### config.mk
export PLATFORM = sky130hd
export DESIGN_NAME = io_bus_ctrl_flat
export DESIGN_NICKNAME = d
export VERILOG_FILES = /design/src/rtl/io_bus_pkg.sv /design/src/rtl/io_bus_ctrl_if.sv /design/src/rtl/io_slot_dec.sv /design/src/rtl/io_bus_ctrl.sv /design/src/flat_wrapper.sv
export SDC_FILE = /design/constraint.sdc
export NUM_CORES = 1
export LEC_CHECK = 0
export CAP_MARGIN = 25
export CORE_AREA = 5 5 127 129
export CTS_BUF_LIST = sky130_fd_sc_hd__clkbuf_2 sky130_fd_sc_hd__clkbuf_4 sky130_fd_sc_hd__clkbuf_8
export DETAILED_ROUTE_END_ITERATION = 10
export DIE_AREA = 0 0 132 134
export DONT_BUFFER_PORTS = 1
export GPL_ROUTABILITY_DRIVEN = 0
export PLACE_DENSITY = 0.46
export SETUP_SLACK_MARGIN = 0.3
export SLEW_MARGIN = 20
export SYNTH_ARGS = -nofsm -noshare
export SYNTH_HDL_FRONTEND = slang
export SYNTH_SLANG_ARGS = --single-unit
export TNS_END_PERCENT = 30
### constraint.sdc
create_clock -name clk -period 4.07 [get_ports clk]
set_input_delay 1.221 -clock clk [delete_from_list [all_inputs] [get_ports clk]]
set_output_delay 1.221 -clock clk [all_outputs]
set_load 0.02 [all_outputs]
### src/rtl/io_bus_pkg.sv
// Shared types and constants for the RISC5 I/O-space controller.
// Optional build macro used by io_bus_ctrl: IO_TMO_EN (access timeout).
package io_bus_pkg;

  typedef enum logic [1:0] {
    IDLE   = 2'd0,
    ACCESS = 2'd1,
    DONE   = 2'd2
  } io_state_e;

  localparam logic [1:0] ST_IDLE   = IDLE;
  localparam logic [1:0] ST_ACCESS = ACCESS;
  localparam logic [1:0] ST_DONE   = DONE;

  // The I/O window is the top 64 bytes; slots are word-spaced inside it.
  localparam int IO_WIN_LSB = 6;
  localparam int IDX_LSB    = 2;
  localparam int IDX_W      = IO_WIN_LSB - IDX_LSB;

  localparam logic [31:0] ERR_DATA = 32'h0;

endpackage

### src/rtl/io_bus_ctrl_if.sv
// CPU-side and slot-side signals of the I/O controller.
// master = cpu plus peripherals, slave = io_bus_ctrl.
interface io_bus_ctrl_if #(
  parameter int NUM_SLOTS = 8,
  parameter int ADR_W     = 24,
  parameter int DATA_W    = 32
);
  logic [ADR_W-1:0]            adr;
  logic                        rd;
  logic                        wr;
  logic                        io_en;
  logic                        memwait;
  logic [DATA_W-1:0]           dout;
  logic [NUM_SLOTS-1:0]        slot_en;
  logic                        slot_rd;
  logic                        slot_wr;
  logic [NUM_SLOTS*DATA_W-1:0] slot_dout;
  logic [NUM_SLOTS-1:0]        slot_rdy;
  logic                        bus_err;
  logic                        err_clr;

  modport master (
    output adr, rd, wr, slot_dout, slot_rdy, err_clr,
    input  io_en, memwait, dout, slot_en, slot_rd, slot_wr, bus_err
  );

  modport slave (
    input  adr, rd, wr, slot_dout, slot_rdy, err_clr,
    output io_en, memwait, dout, slot_en, slot_rd, slot_wr, bus_err
  );

endinterface

### src/rtl/io_slot_dec.sv
// Word index inside the I/O window to one-hot slot select.
// in_range is low for indices that have no slot behind them.
module io_slot_dec
  import io_bus_pkg::*;
#(
  parameter int NUM_SLOTS = 8
) (
  input  logic [IDX_W-1:0]     idx,
  output logic [NUM_SLOTS-1:0] slot_1h,
  output logic                 in_range
);

  always_comb begin
    slot_1h  = '0;
    in_range = 1'b0;
    for (int i = 0; i < NUM_SLOTS; i++) begin
      if (idx == IDX_W'(i)) begin
        slot_1h[i] = 1'b1;
        in_range   = 1'b1;
      end
    end
  end

endmodule

### src/rtl/io_bus_ctrl.sv
// I/O-space controller: window decode, slot strobes, wait states, read-data register.
// Define IO_TMO_EN to build the ACCESS timeout counter and its error path.
//
// state  | meaning
// IDLE   | no access in progress; a decoded access starts here
// ACCESS | slot selected, waiting for that slot's ready (or the timeout)
// DONE   | result registered; memwait released for exactly this cycle
module io_bus_ctrl
  import io_bus_pkg::*;
#(
  parameter int NUM_SLOTS  = 8,
  parameter int ADR_W      = 24,
  parameter int DATA_W     = 32,
  parameter int TMO_CYCLES = 15
) (
  input  logic         clk,
  input  logic         rst,
  io_bus_ctrl_if.slave bus
);

  logic [1:0]           state;
  logic [IDX_W-1:0]     idx;
  logic                 io_en;
  logic                 access;
  logic [NUM_SLOTS-1:0] sel_1h;
  logic                 in_range;
  logic                 acc_rd;
  logic                 slot_hit;
  logic                 tmo_hit;
  logic [DATA_W-1:0]    rdata;
  logic [DATA_W-1:0]    dout_q;
  logic [NUM_SLOTS-1:0] slot_en_q;
  logic                 slot_rd_q;
  logic                 slot_wr_q;
  logic                 bus_err_q;
  logic                 unused_adr;

  assign idx        = bus.adr[IO_WIN_LSB-1:IDX_LSB];
  assign io_en      = &bus.adr[ADR_W-1:IO_WIN_LSB];
  assign access     = io_en & (bus.rd | bus.wr);
  assign unused_adr = ^bus.adr[IDX_LSB-1:0];

  io_slot_dec #(
    .NUM_SLOTS (NUM_SLOTS)
  ) u_slot_dec (
    .idx      (idx),
    .slot_1h  (sel_1h),
    .in_range (in_range)
  );

  // The held select, not the live address, qualifies ready and read data.
  assign slot_hit = |(slot_en_q & bus.slot_rdy);

  always_comb begin
    rdata = '0;
    for (int i = 0; i < NUM_SLOTS; i++) begin
      if (slot_en_q[i]) rdata = bus.slot_dout[i*DATA_W +: DATA_W];
    end
  end

`ifdef IO_TMO_EN
  localparam int CNT_W = $clog2(TMO_CYCLES + 1);

  logic [CNT_W-1:0] tmo_cnt;

  // Fires on the TMO_CYCLES-th ACCESS cycle without ready.
  assign tmo_hit = (state == ST_ACCESS) && !slot_hit &&
                   (tmo_cnt == CNT_W'(TMO_CYCLES - 1));

  always_ff @(posedge clk or posedge rst) begin
    if (rst) begin
      tmo_cnt <= '0;
    end else if (state != ST_ACCESS) begin
      tmo_cnt <= '0;
    end else if (!slot_hit && (tmo_cnt != CNT_W'(TMO_CYCLES))) begin
      tmo_cnt <= tmo_cnt + 1'b1;
    end
  end
`else
  assign tmo_hit = 1'b0;
`endif

  always_ff @(posedge clk or posedge rst) begin
    if (rst) begin
      state     <= ST_IDLE;
      dout_q    <= '0;
      slot_en_q <= '0;
      slot_rd_q <= 1'b0;
      slot_wr_q <= 1'b0;
      bus_err_q <= 1'b0;
      acc_rd    <= 1'b0;
    end else begin
      slot_rd_q <= 1'b0;
      slot_wr_q <= 1'b0;
      // Any error set below overrides a clear in the same cycle.
      if (bus.err_clr) bus_err_q <= 1'b0;
      case (state)
        ST_IDLE: begin
          if (access) begin
            if (in_range) begin
              state     <= ST_ACCESS;
              slot_en_q <= sel_1h;
              slot_rd_q <= ~bus.wr;
              slot_wr_q <= bus.wr;
              acc_rd    <= ~bus.wr;
            end else begin
              state     <= ST_DONE;
              dout_q    <= DATA_W'(ERR_DATA);
              bus_err_q <= 1'b1;
            end
          end
        end
        ST_ACCESS: begin
          if (slot_hit) begin
            if (acc_rd) dout_q <= rdata;
            slot_en_q <= '0;
            state     <= ST_DONE;
          end else if (tmo_hit) begin
            dout_q    <= DATA_W'(ERR_DATA);
            bus_err_q <= 1'b1;
            slot_en_q <= '0;
            state     <= ST_DONE;
          end
        end
        ST_DONE: begin
          slot_en_q <= '0;
          state     <= ST_IDLE;
        end
        default: begin
          slot_en_q <= '0;
          state     <= ST_IDLE;
        end
      endcase
    end
  end

  // Reset also releases the stall so the cpu is never held during reset.
  assign bus.memwait = access & (state != ST_DONE) & ~rst;
  assign bus.io_en   = io_en;
  assign bus.dout    = dout_q;
  assign bus.slot_en = slot_en_q;
  assign bus.slot_rd = slot_rd_q;
  assign bus.slot_wr = slot_wr_q;
  assign bus.bus_err = bus_err_q;

endmodule

### src/flat_wrapper.sv
// flat-port wrapper written by rule: the top's interface ports become plain ports
module io_bus_ctrl_flat import io_bus_pkg::*;
#(
  parameter int NUM_SLOTS  = 8,
  parameter int ADR_W      = 24,
  parameter int DATA_W     = 32,
  parameter int TMO_CYCLES = 15
)
  (clk, rst, bus_adr, bus_rd, bus_wr, bus_slot_dout, bus_slot_rdy, bus_err_clr, bus_io_en, bus_memwait, bus_dout, bus_slot_en, bus_slot_rd, bus_slot_wr, bus_bus_err);
  io_bus_ctrl_if #(.NUM_SLOTS(NUM_SLOTS), .ADR_W(ADR_W), .DATA_W(DATA_W)) bus_i ();
  input  logic clk;
  input  logic rst;
  input wire logic [$bits(bus_i.adr)-1:0] bus_adr;
  input wire logic [$bits(bus_i.rd)-1:0] bus_rd;
  input wire logic [$bits(bus_i.wr)-1:0] bus_wr;
  input wire logic [$bits(bus_i.slot_dout)-1:0] bus_slot_dout;
  input wire logic [$bits(bus_i.slot_rdy)-1:0] bus_slot_rdy;
  input wire logic [$bits(bus_i.err_clr)-1:0] bus_err_clr;
  output wire logic [$bits(bus_i.io_en)-1:0] bus_io_en;
  output wire logic [$bits(bus_i.memwait)-1:0] bus_memwait;
  output wire logic [$bits(bus_i.dout)-1:0] bus_dout;
  output wire logic [$bits(bus_i.slot_en)-1:0] bus_slot_en;
  output wire logic [$bits(bus_i.slot_rd)-1:0] bus_slot_rd;
  output wire logic [$bits(bus_i.slot_wr)-1:0] bus_slot_wr;
  output wire logic [$bits(bus_i.bus_err)-1:0] bus_bus_err;
  assign bus_i.adr = bus_adr;
  assign bus_i.rd = bus_rd;
  assign bus_i.wr = bus_wr;
  assign bus_i.slot_dout = bus_slot_dout;
  assign bus_i.slot_rdy = bus_slot_rdy;
  assign bus_i.err_clr = bus_err_clr;
  assign bus_io_en = bus_i.io_en;
  assign bus_memwait = bus_i.memwait;
  assign bus_dout = bus_i.dout;
  assign bus_slot_en = bus_i.slot_en;
  assign bus_slot_rd = bus_i.slot_rd;
  assign bus_slot_wr = bus_i.slot_wr;
  assign bus_bus_err = bus_i.bus_err;
  io_bus_ctrl #(.NUM_SLOTS(NUM_SLOTS), .ADR_W(ADR_W), .DATA_W(DATA_W), .TMO_CYCLES(TMO_CYCLES)) u_core (.clk(clk), .rst(rst), .bus(bus_i));
endmodule
Word-level counts from Yosys, hierarchy flattened --
Cells that the tools add are included.
Operators by class: $add $sub $neg 0, multiply operators 0, divide/modulo/power cells 0, $lt $le $gt $ge 0, eq/ne operators 14, shift-type cells 0, multiplexer cells 46, bitwise gates (word level) 7, reductions and logical operators 9
Operator list (count):
- 2-to-1 mux 32 bit | 12
- one-hot mux 32 bit (2 select lines) | 1
- 2-to-1 mux 1 bit | 25
- 2-to-1 mux 8 bit | 3
- AND reduction 18 bit | 1
- equality test 4 x 3 -> 1 bit (second input constant) | 4
- one-hot mux 8 bit (2 select lines) | 1
- bitwise AND 8 bit | 1
- equality test 4 x 2 -> 1 bit (second input constant) | 2
- != test 2 x 1 -> 1 bit (second input constant) | 4
- OR reduction 8 bit | 1
- 2-to-1 mux 2 bit | 3
- AND reduction 3 bit | 2
- AND reduction 5 bit | 1
- equality test 4 x 1 -> 1 bit (second input constant) | 1
- logical NOT 4 bit | 1
- != test 2 bit (second input constant) | 2
- one-hot mux 2 bit (2 select lines) | 1
- bitwise AND 1 bit | 3
- equality test 2 x 1 -> 1 bit (second input constant) | 1
- logical NOT 2 bit | 1
- inverter 1 bit | 2
- AND reduction 2 bit | 1
- nonzero test 2 bit | 1
- OR 1 bit | 1
Storage, ports and cells: register bits after elaboration 46, bits in latches 0, bits in writable memories 0, ROM bits 0, input bits 293, output and inout bits 45, word-level logic and storage cells 83, memories 0

Logic depth before layout (Yosys ltp) --
Gate-level depths: netlist of the first run.
word-level depth 12, depth in mapped cells 7, depth with buffers taken out 5

Cells and area by module --
A second synthesis of the first run with hierarchy kept.
Unflattened totals: cells, all modules 420, area total of the unflattened synthesis 3532.1 um^2
Modules (own cells, without submodules):
- io_bus_ctrl | instances 1, cells an instance 411, area an instance 3447.1 um^2, sequential area each 1151.1 um^2
- io_slot_dec | instances 1, cells an instance 9, area an instance 85.1 um^2, sequential area each 0.0 um^2

Worst setup path before layout of the first run --
No wires, ideal clock.
path type input-to-output, from in bus_adr[8], to out bus_memwait, data arrival time 2.298 ns, data required time 2.849 ns, setup slack 0.551 ns, cell stages on the path 4, path buffers 0, path through nand4_1 nor3_2 nand3_1 a211oi_1
Between the ends: longest elaborated chain between the ends 4
Ends and longest elaborated chain:
- start, declared | line flat_wrapper.sv:13 | input wire logic [$bits(bus_i.adr)-1:0] bus_adr;
- AND reduction 18 bit | line io_bus_ctrl.sv:39 | assign io_en = &bus.adr[ADR_W-1:IO_WIN_LSB];
- bitwise AND 1 bit | line io_bus_ctrl.sv:40 | assign access = io_en & (bus.rd | bus.wr);
- bitwise AND 1 bit (2 in series) | line io_bus_ctrl.sv:138 | assign bus.memwait = access & (state != ST_DONE) & ~rst;
- end, declared | line flat_wrapper.sv:20 | output wire logic [$bits(bus_i.memwait)-1:0] bus_memwait;
No other way between the ends.

Worst setup path after layout of the first run --
Ends and elaborated chain as after synthesis.

==> results of run 1 <==
## worst paths after layout
| check | startpoint | to | slack (ns) | depth (start not counted) |
|---|---|---|---|---|
| min | u_core.acc_rd | u_core.acc_rd | 0.51 | 1 |
| min reg2reg | u_core.acc_rd | u_core.acc_rd | 0.51 | 1 |
| min in group asynchronous | rst | u_core.acc_rd | 0.86 | 1 |
| max | bus_adr[8] | bus_memwait | 0.59 | 5 |
| max reg2reg | u_core.bus.slot_en[4] | u_core.bus.dout[29] | 1.28 | 3 |
| max in group asynchronous | rst | u_core.bus.dout[11] | 2.66 | 2 |
## cells in the mapped netlist (4+ instances only)
| cell type | n |
|---|---|
| o2bb2ai_1 | 6 |
| a32o_1 | 34 |
| nor2_1 | 4 |
| o31ai_1 | 32 |
| inv_1 | 5 |
| nand2_1 | 39 |
| o21ai_0 | 32 |
| nor2b_1 | 36 |
| a221oi_1 | 65 |
| o22ai_1 | 33 |
| buf_6 | 4 |
| dfrtp_1 | 46 |
| nand4_1 | 7 |
| clkbuf_1 | 41 |
## cell usage in the layout (no fill, tap or decap), drive strengths merged
master | netlist | final
o21ai | 32 | 32
nand2 | 40 | 40
a221o | 2 | 2
buf | 10 | 8
a211oi | 2 | 2
inv | 5 | 5
nand3 | 1 | 1
bufinv | 0 | 2
o2bb2ai | 6 | 6
dfrtp | 46 | 46
a221oi | 65 | 65
and2 | 3 | 3
nor2b | 36 | 36
nand2b | 3 | 3
o31ai | 32 | 32
nor2 | 4 | 4
or3 | 1 | 1
or2 | 3 | 3
a22oi | 2 | 2
a222oi | 1 | 1
clkbuf | 41 | 6
o22ai | 33 | 33
a21o | 1 | 1
nand4 | 7 | 7
a32o | 34 | 34
nor3 | 2 | 2
a2111oi | 1 | 1
## layout make-up
cell class                 instances  share of cell area
multi-input combinational        311              0.5759
clock inverter                     2             0.01560
clock buffer                       6             0.02145
timing repair buffer               8             0.02080
inverter                           5            0.004875
tap                              188             0.06110
sequential                        46              0.3003
## state kept, by name, indices dropped and copies added, names as in the netlist
| register | cells |
|---|---|
| u_core.acc_rd | 1 |
| u_core.bus.dout | 32 |
| u_core.bus.slot_en | 8 |
| u_core.state | 2 |
| u_core.bus.bus_err | 1 |
| u_core.bus.slot_wr | 1 |
| u_core.bus.slot_rd | 1 |
## per-stage QoR
stage | cell area [um^2] | instances
after CTS | 3850 | 566
after global placement | 3680 | 557
after detailed placement | 3707 | 558
final | 3850 | 566
after global routing | 3850 | 566
after floorplan | 3598 | 413
## cell families after synthesis
kind of cell / after synthesis / synth area share
AO/OA/AOI/OAI: 211 / 0.4656
buffers and inverters: 56 / 0.07024
flip-flops: 46 / 0.3199
AND/OR/NAND/NOR: 100 / 0.1443
## worst register-to-register path, stage by stage, from the launching register on
cell and delay, ns:
dfrtp_2 0.75, a222oi_1 0.90, a221o_2 0.82, a32o_1 0.26
## power groups by stage
stage          Sequential (mW)  Combinational [mW]  Clock [mW]
2_1_floorplan            0.485              0.0625           0
3_3_place_gp             0.489              0.0736           0
3_5_place_dp             0.490              0.0789           0
4_1_cts                  0.480              0.0797       0.456
5_1_grt                  0.482              0.0892       0.474
6_report                 0.481              0.0785       0.435
## metal layers
metal	track usage	vias to the layer above	share of wire
met1	0.2179	1874	0.39
met5	0	-	0
met4	0.04571	0	0.013
met2	0.2939	265	0.50
met3	0.05139	18	0.099
li1	-	1629	-
==> impl_metrics.tcl, run 1 <==
set metrics [dict create \
    status "completed" \
    antenna_cells 0 \
    synthCells 413 \
    postCtsSetupBuffers 0 \
    first_iter_violations 292 \
    p_sw_mw 0.2390 \
    die_y_um 134 \
    min_period_ns 3.482 \
    p_comb_frac 0.079 \
    num_rows 45 \
    ios 338 \
    final-setup-viol-count 0 \
    drc_errors 0 \
    die_w_um 132 \
    synth_seq_cells 46 \
    rsz0062_at_grt "no" \
    worst_slack_ns 0.5876 \
    whs_ns 0.5145 \
    grt_max_degree 67 \
    max_cap_viol_count 0 \
    cp_cell_sequence "nand4_1 > nor3_2 > nand3_1 > a211oi_1 > buf_4" \
    tightest_slew_ns 0.9563 \
    power_frac_clock 0.437 \
    root_buffer "clkbuf_8" \
    grt_use_total 0.1742 \
    p_sw_frac 0.2405 \
    cts_tree "yes" \
    synth_top_area_share 0.3199 \
    cp_max_fo 5 \
    yosysUniqueCellTypes 34 \
    cts.sinks 46 \
    multi_input_area_um2 2217 \
    register_area_um2 1156 \
    cts_made_buffers 5 \
    hold_viol 0 \
    peakVddDrop_uv 157.5 \
    crit_slowest_cell "nor3_2" \
    cts_max_level 2 \
    crit_arrival_ns 2.26 \
    routed_wl_mm 16.69 \
    critPathKind "in -> out" \
    crit_buf_inv 1 \
    synth-edff-count 0 \
    internal_power_mw 0.7547 \
    yosysTopAreaCell "dfrtp_1" \
    gr-total-overflow 0 \
    coreArea_um2 14920 \
    place_ws_ns 0.5912 \
    finalSetupTns_ns 0 \
    ys_top_cells_by_area "dfrtp_1, a221oi_1, a32o_1" \
    first_pass_iters 5 \
    final_util 0.2580 \
    worstHoldPathType "reg -> reg" \
    dp_hpwl_mm 12.77 \
    grt_antenna_before_repair 0 \
    p_leak_nw 1.213 \
    seq_area_frac_synth 0.3199 \
    cts_resized 0 \
    vias_per_cell 6.689 \
    crit_family "simple AND/OR/NAND/NOR gates" \
    maxSlewViolCount 0 \
    syn_to_final_growth_pct 6.989 \
    fin_skew_ns 0.01014 \
    cellPowerDensity_nw_per_um2 258.1 \
    design_power_total_mw 0.9937 \
    period_share 0.8556 \
    cp.required_ns 2.85 \
    maxSlewHeadroom 0.3611 \
    ctsHoldBuffers 0 \
    start_util 0.2412 \
    critPathMaxStageDelay_ns 0.30 \
    portBuffers 0 \
    ys.flop_type "dfrtp_1" \
    drt.antenna.violating_nets 0 \
    p_seq_frac 0.484 \
    routed-via-count 3786 \
    critPathLaunchType "input port" \
    clock.fmax_mhz 287.2 \
    cts_max_path_buffers 2 \
    synthArstFlopShare 1.000 \
    synth_fp_nets 706 \
    fill_cells 1627 \
    endpoint_kind "output port" \
    wl_per_cell_um 29.48 \
    syn_area_um2 3598 \
    nets 670 \
    grt_pass1_vias 3872 \
    dieArea_um2 17690 \
    clkTransAtPathRegs_ns 0.10 \
    grt_first_pass_wirelength_mm 23.70 \
    clkLatencyLatePin_ns 0.32 \
    drive_above_1_share 0.08466 \
    yosysWarnings 0 \
    syn_avg_cell_area_um2 8.713 \
]
(Power assumes the default switching activity.)
==> run 2: changes to the inputs <==
Settings changed: CTS_BUF_LIST sky130_fd_sc_hd__clkbuf_2 sky130_fd_sc_hd__clkbuf_4 sky130_fd_sc_hd__clkbuf_8 to sky130_fd_sc_hd__clkbuf_16, PLACE_DENSITY 0.46 to not set.
==> run 2 against run 1 <==
  * Sequential cell count unchanged
  * Largest power group unchanged
  * Combinational power up 0.5%
  * Sequential power barely moved
  * Clock skew is 0.0022 ns lower
  * Highest routed layer is now met5
  * Register-to-register slack improved by 0.02 ns
==> impl_metrics.tcl, run 2 (synthesis results as in run 1) <==
set metrics [dict create \
    status "completed" \
    r2r_cells 4 \
    ctsHoldBuffers 0 \
    root_buffer "clkbuf_16" \
    clkLatencyLatePin_ns 0.30 \
    p_seq_frac 0.495 \
    fin_skew_ns 0.007903 \
    cp_max_fo 5 \
    portBuffers 0 \
    p_sw_mw 0.2530 \
    maxSlewHeadroom 0.3597 \
    vias_per_cell 6.775 \
    maxSlewViolCount 0 \
    cellPowerDensity_nw_per_um2 251.2 \
    grt_max_degree 38 \
    num_rows 45 \
    grt_first_pass_wirelength_mm 23.52 \
    cts_max_level 2 \
    cts_made_buffers 5 \
    finalInstanceArea_um2 3865 \
    p_sw_frac 0.2606 \
    wl_met2_mm 8.373 \
    cts_max_path_buffers 2 \
    critPathLaunchType "input port" \
    period_share 0.8593 \
    hold_viol 0 \
    largest_register_ffs 32 \
    drt-met1-wl_mm 6.571 \
    grt_pass1_vias 3769 \
    layout_common_cells "a221oi_1, dfrtp_1, nand2_1, nor2b_1, a32o_1" \
    final_common_cell "a221oi_1" \
    cts.sinks 46 \
    ios 338 \
    grt_use_total 0.1750 \
    drt.antenna.violating_nets 0 \
    rsz0062_at_grt "no" \
    die_w_um 132 \
    critPathKind "in -> out" \
    max_cap_viol_count 0 \
    finalSetupTns_ns 0 \
    worst_slack_ns 0.5728 \
    tightest_slew_ns 0.9585 \
    first_iter_violations 526 \
    antenna_cells 0 \
    dr.max_layer_used "met5" \
    instances_no_fill 568 \
    worstHoldPathType "reg -> reg" \
    routed-via-count 3848 \
    grt_antenna_before_repair 1 \
    internal_power_mw 0.7180 \
    crit_arrival_ns 2.28 \
    drive_above_1_share 0.08684 \
    peakVddDrop_uv 134.9 \
    wl_per_cell_um 29.95 \
    dpl.cell_count 560 \
    start_util 0.2412 \
    clkTransAtPathRegs_ns 0.07 \
    whs_path_depth 1 \
    route.met3.wl_mm 1.750 \
    cp.required_ns 2.85 \
    power_frac_clock 0.423 \
    final-setup-viol-count 0 \
    dp_hpwl_mm 13.32 \
    place_ws_ns 0.5653 \
    nets 672 \
    gr-total-overflow 0 \
    cts_resized 0 \
    routed_wl_mm 17.01 \
    min_period_ns 3.497 \
    p_leak_nw 1.225 \
    coreArea_um2 14920 \
    postCtsSetupBuffers 0 \
    placed_area_um2 3722 \
    cts_tree "yes" \
    drc_errors 0 \
    p_comb_frac 0.081 \
    clock.fmax_mhz 285.9 \
    endpoint_kind "output port" \
    dieArea_um2 17690 \
    syn_to_final_growth_pct 7.406 \
    first_pass_iters 6 \
    die_y_um 134 \
]
==> run 2: path summary, 6_finish.rpt <==
| kind | start | endpoint | slack, ns |
|---|---|---|---|
| worst max register to register | u_core.bus.slot_en[1] | u_core.bus.dout[21] | 1.30 |
| worst min-delay path | u_core.acc_rd | u_core.acc_rd | 0.50 |
| max in group asynchronous | rst | u_core.bus.dout[7] | 2.62 |
| min in group asynchronous | rst | u_core.state[0] | 0.88 |
| worst max-delay path | bus_adr[8] | bus_memwait | 0.57 |
| worst min register to register | u_core.acc_rd | u_core.acc_rd | 0.50 |
==> run 2: final cells by class <==
| type | instances | area [um^2] |
|---|---|---|
| multi-input cells | 311 | 2217 |
| clock inverters | 3 | 17.52 |
| flip-flops and latches | 46 | 1156 |
| repair buffers | 10 | 95.09 |
| inverters | 5 | 18.77 |
| clock buffers | 5 | 125.1 |
| well taps | 188 | 235.2 |
| fillers | 1601 | 11060 |
==> run 2: critical path, cell delays in order <==
cell and delay [ns]:
nand4_1 0.11, nor3_2 0.30, nand3_1 0.21, a211oi_1 0.25, buf_4 0.19
==> run 2: power by group through the flow <==
| stage | Sequential, mW | Combinational [mW] | Clock [mW] |
|---|---|---|---|
| detailed placement | 0.490 | 0.0783 | 0 |
| finish | 0.481 | 0.0789 | 0.411 |
| CTS | 0.481 | 0.0791 | 0.433 |
| floorplan | 0.485 | 0.0625 | 0 |
| global route | 0.482 | 0.0870 | 0.444 |
| global placement | 0.489 | 0.0725 | 0 |
==> run 2: layer usage <==
| layer | track usage | vias up |
|---|---|---|
| met1 | 0.2195 | 1884 |
| met4 | 0.05143 | 2 |
| met2 | 0.2903 | 298 |
| met5 | 0 | - |
| li1 | - | 1637 |
| met3 | 0.05364 | 27 |
==> run 2: metrics by stage <==
| stage | total power [mW] | hold slack (ns) | util |
|---|---|---|---|
| detailed placement | 0.5678 | 0.4871 | 0.2495 |
| global route | 1.013 | 0.5148 | 0.2590 |
| floorplan | 0.5475 | 0.4498 | - |
| CTS | 0.9927 | 0.5020 | 0.2590 |
| finish | 0.9710 | 0.5022 | 0.2590 |
| global placement | 0.5615 | 0.4700 | 0.2471 |
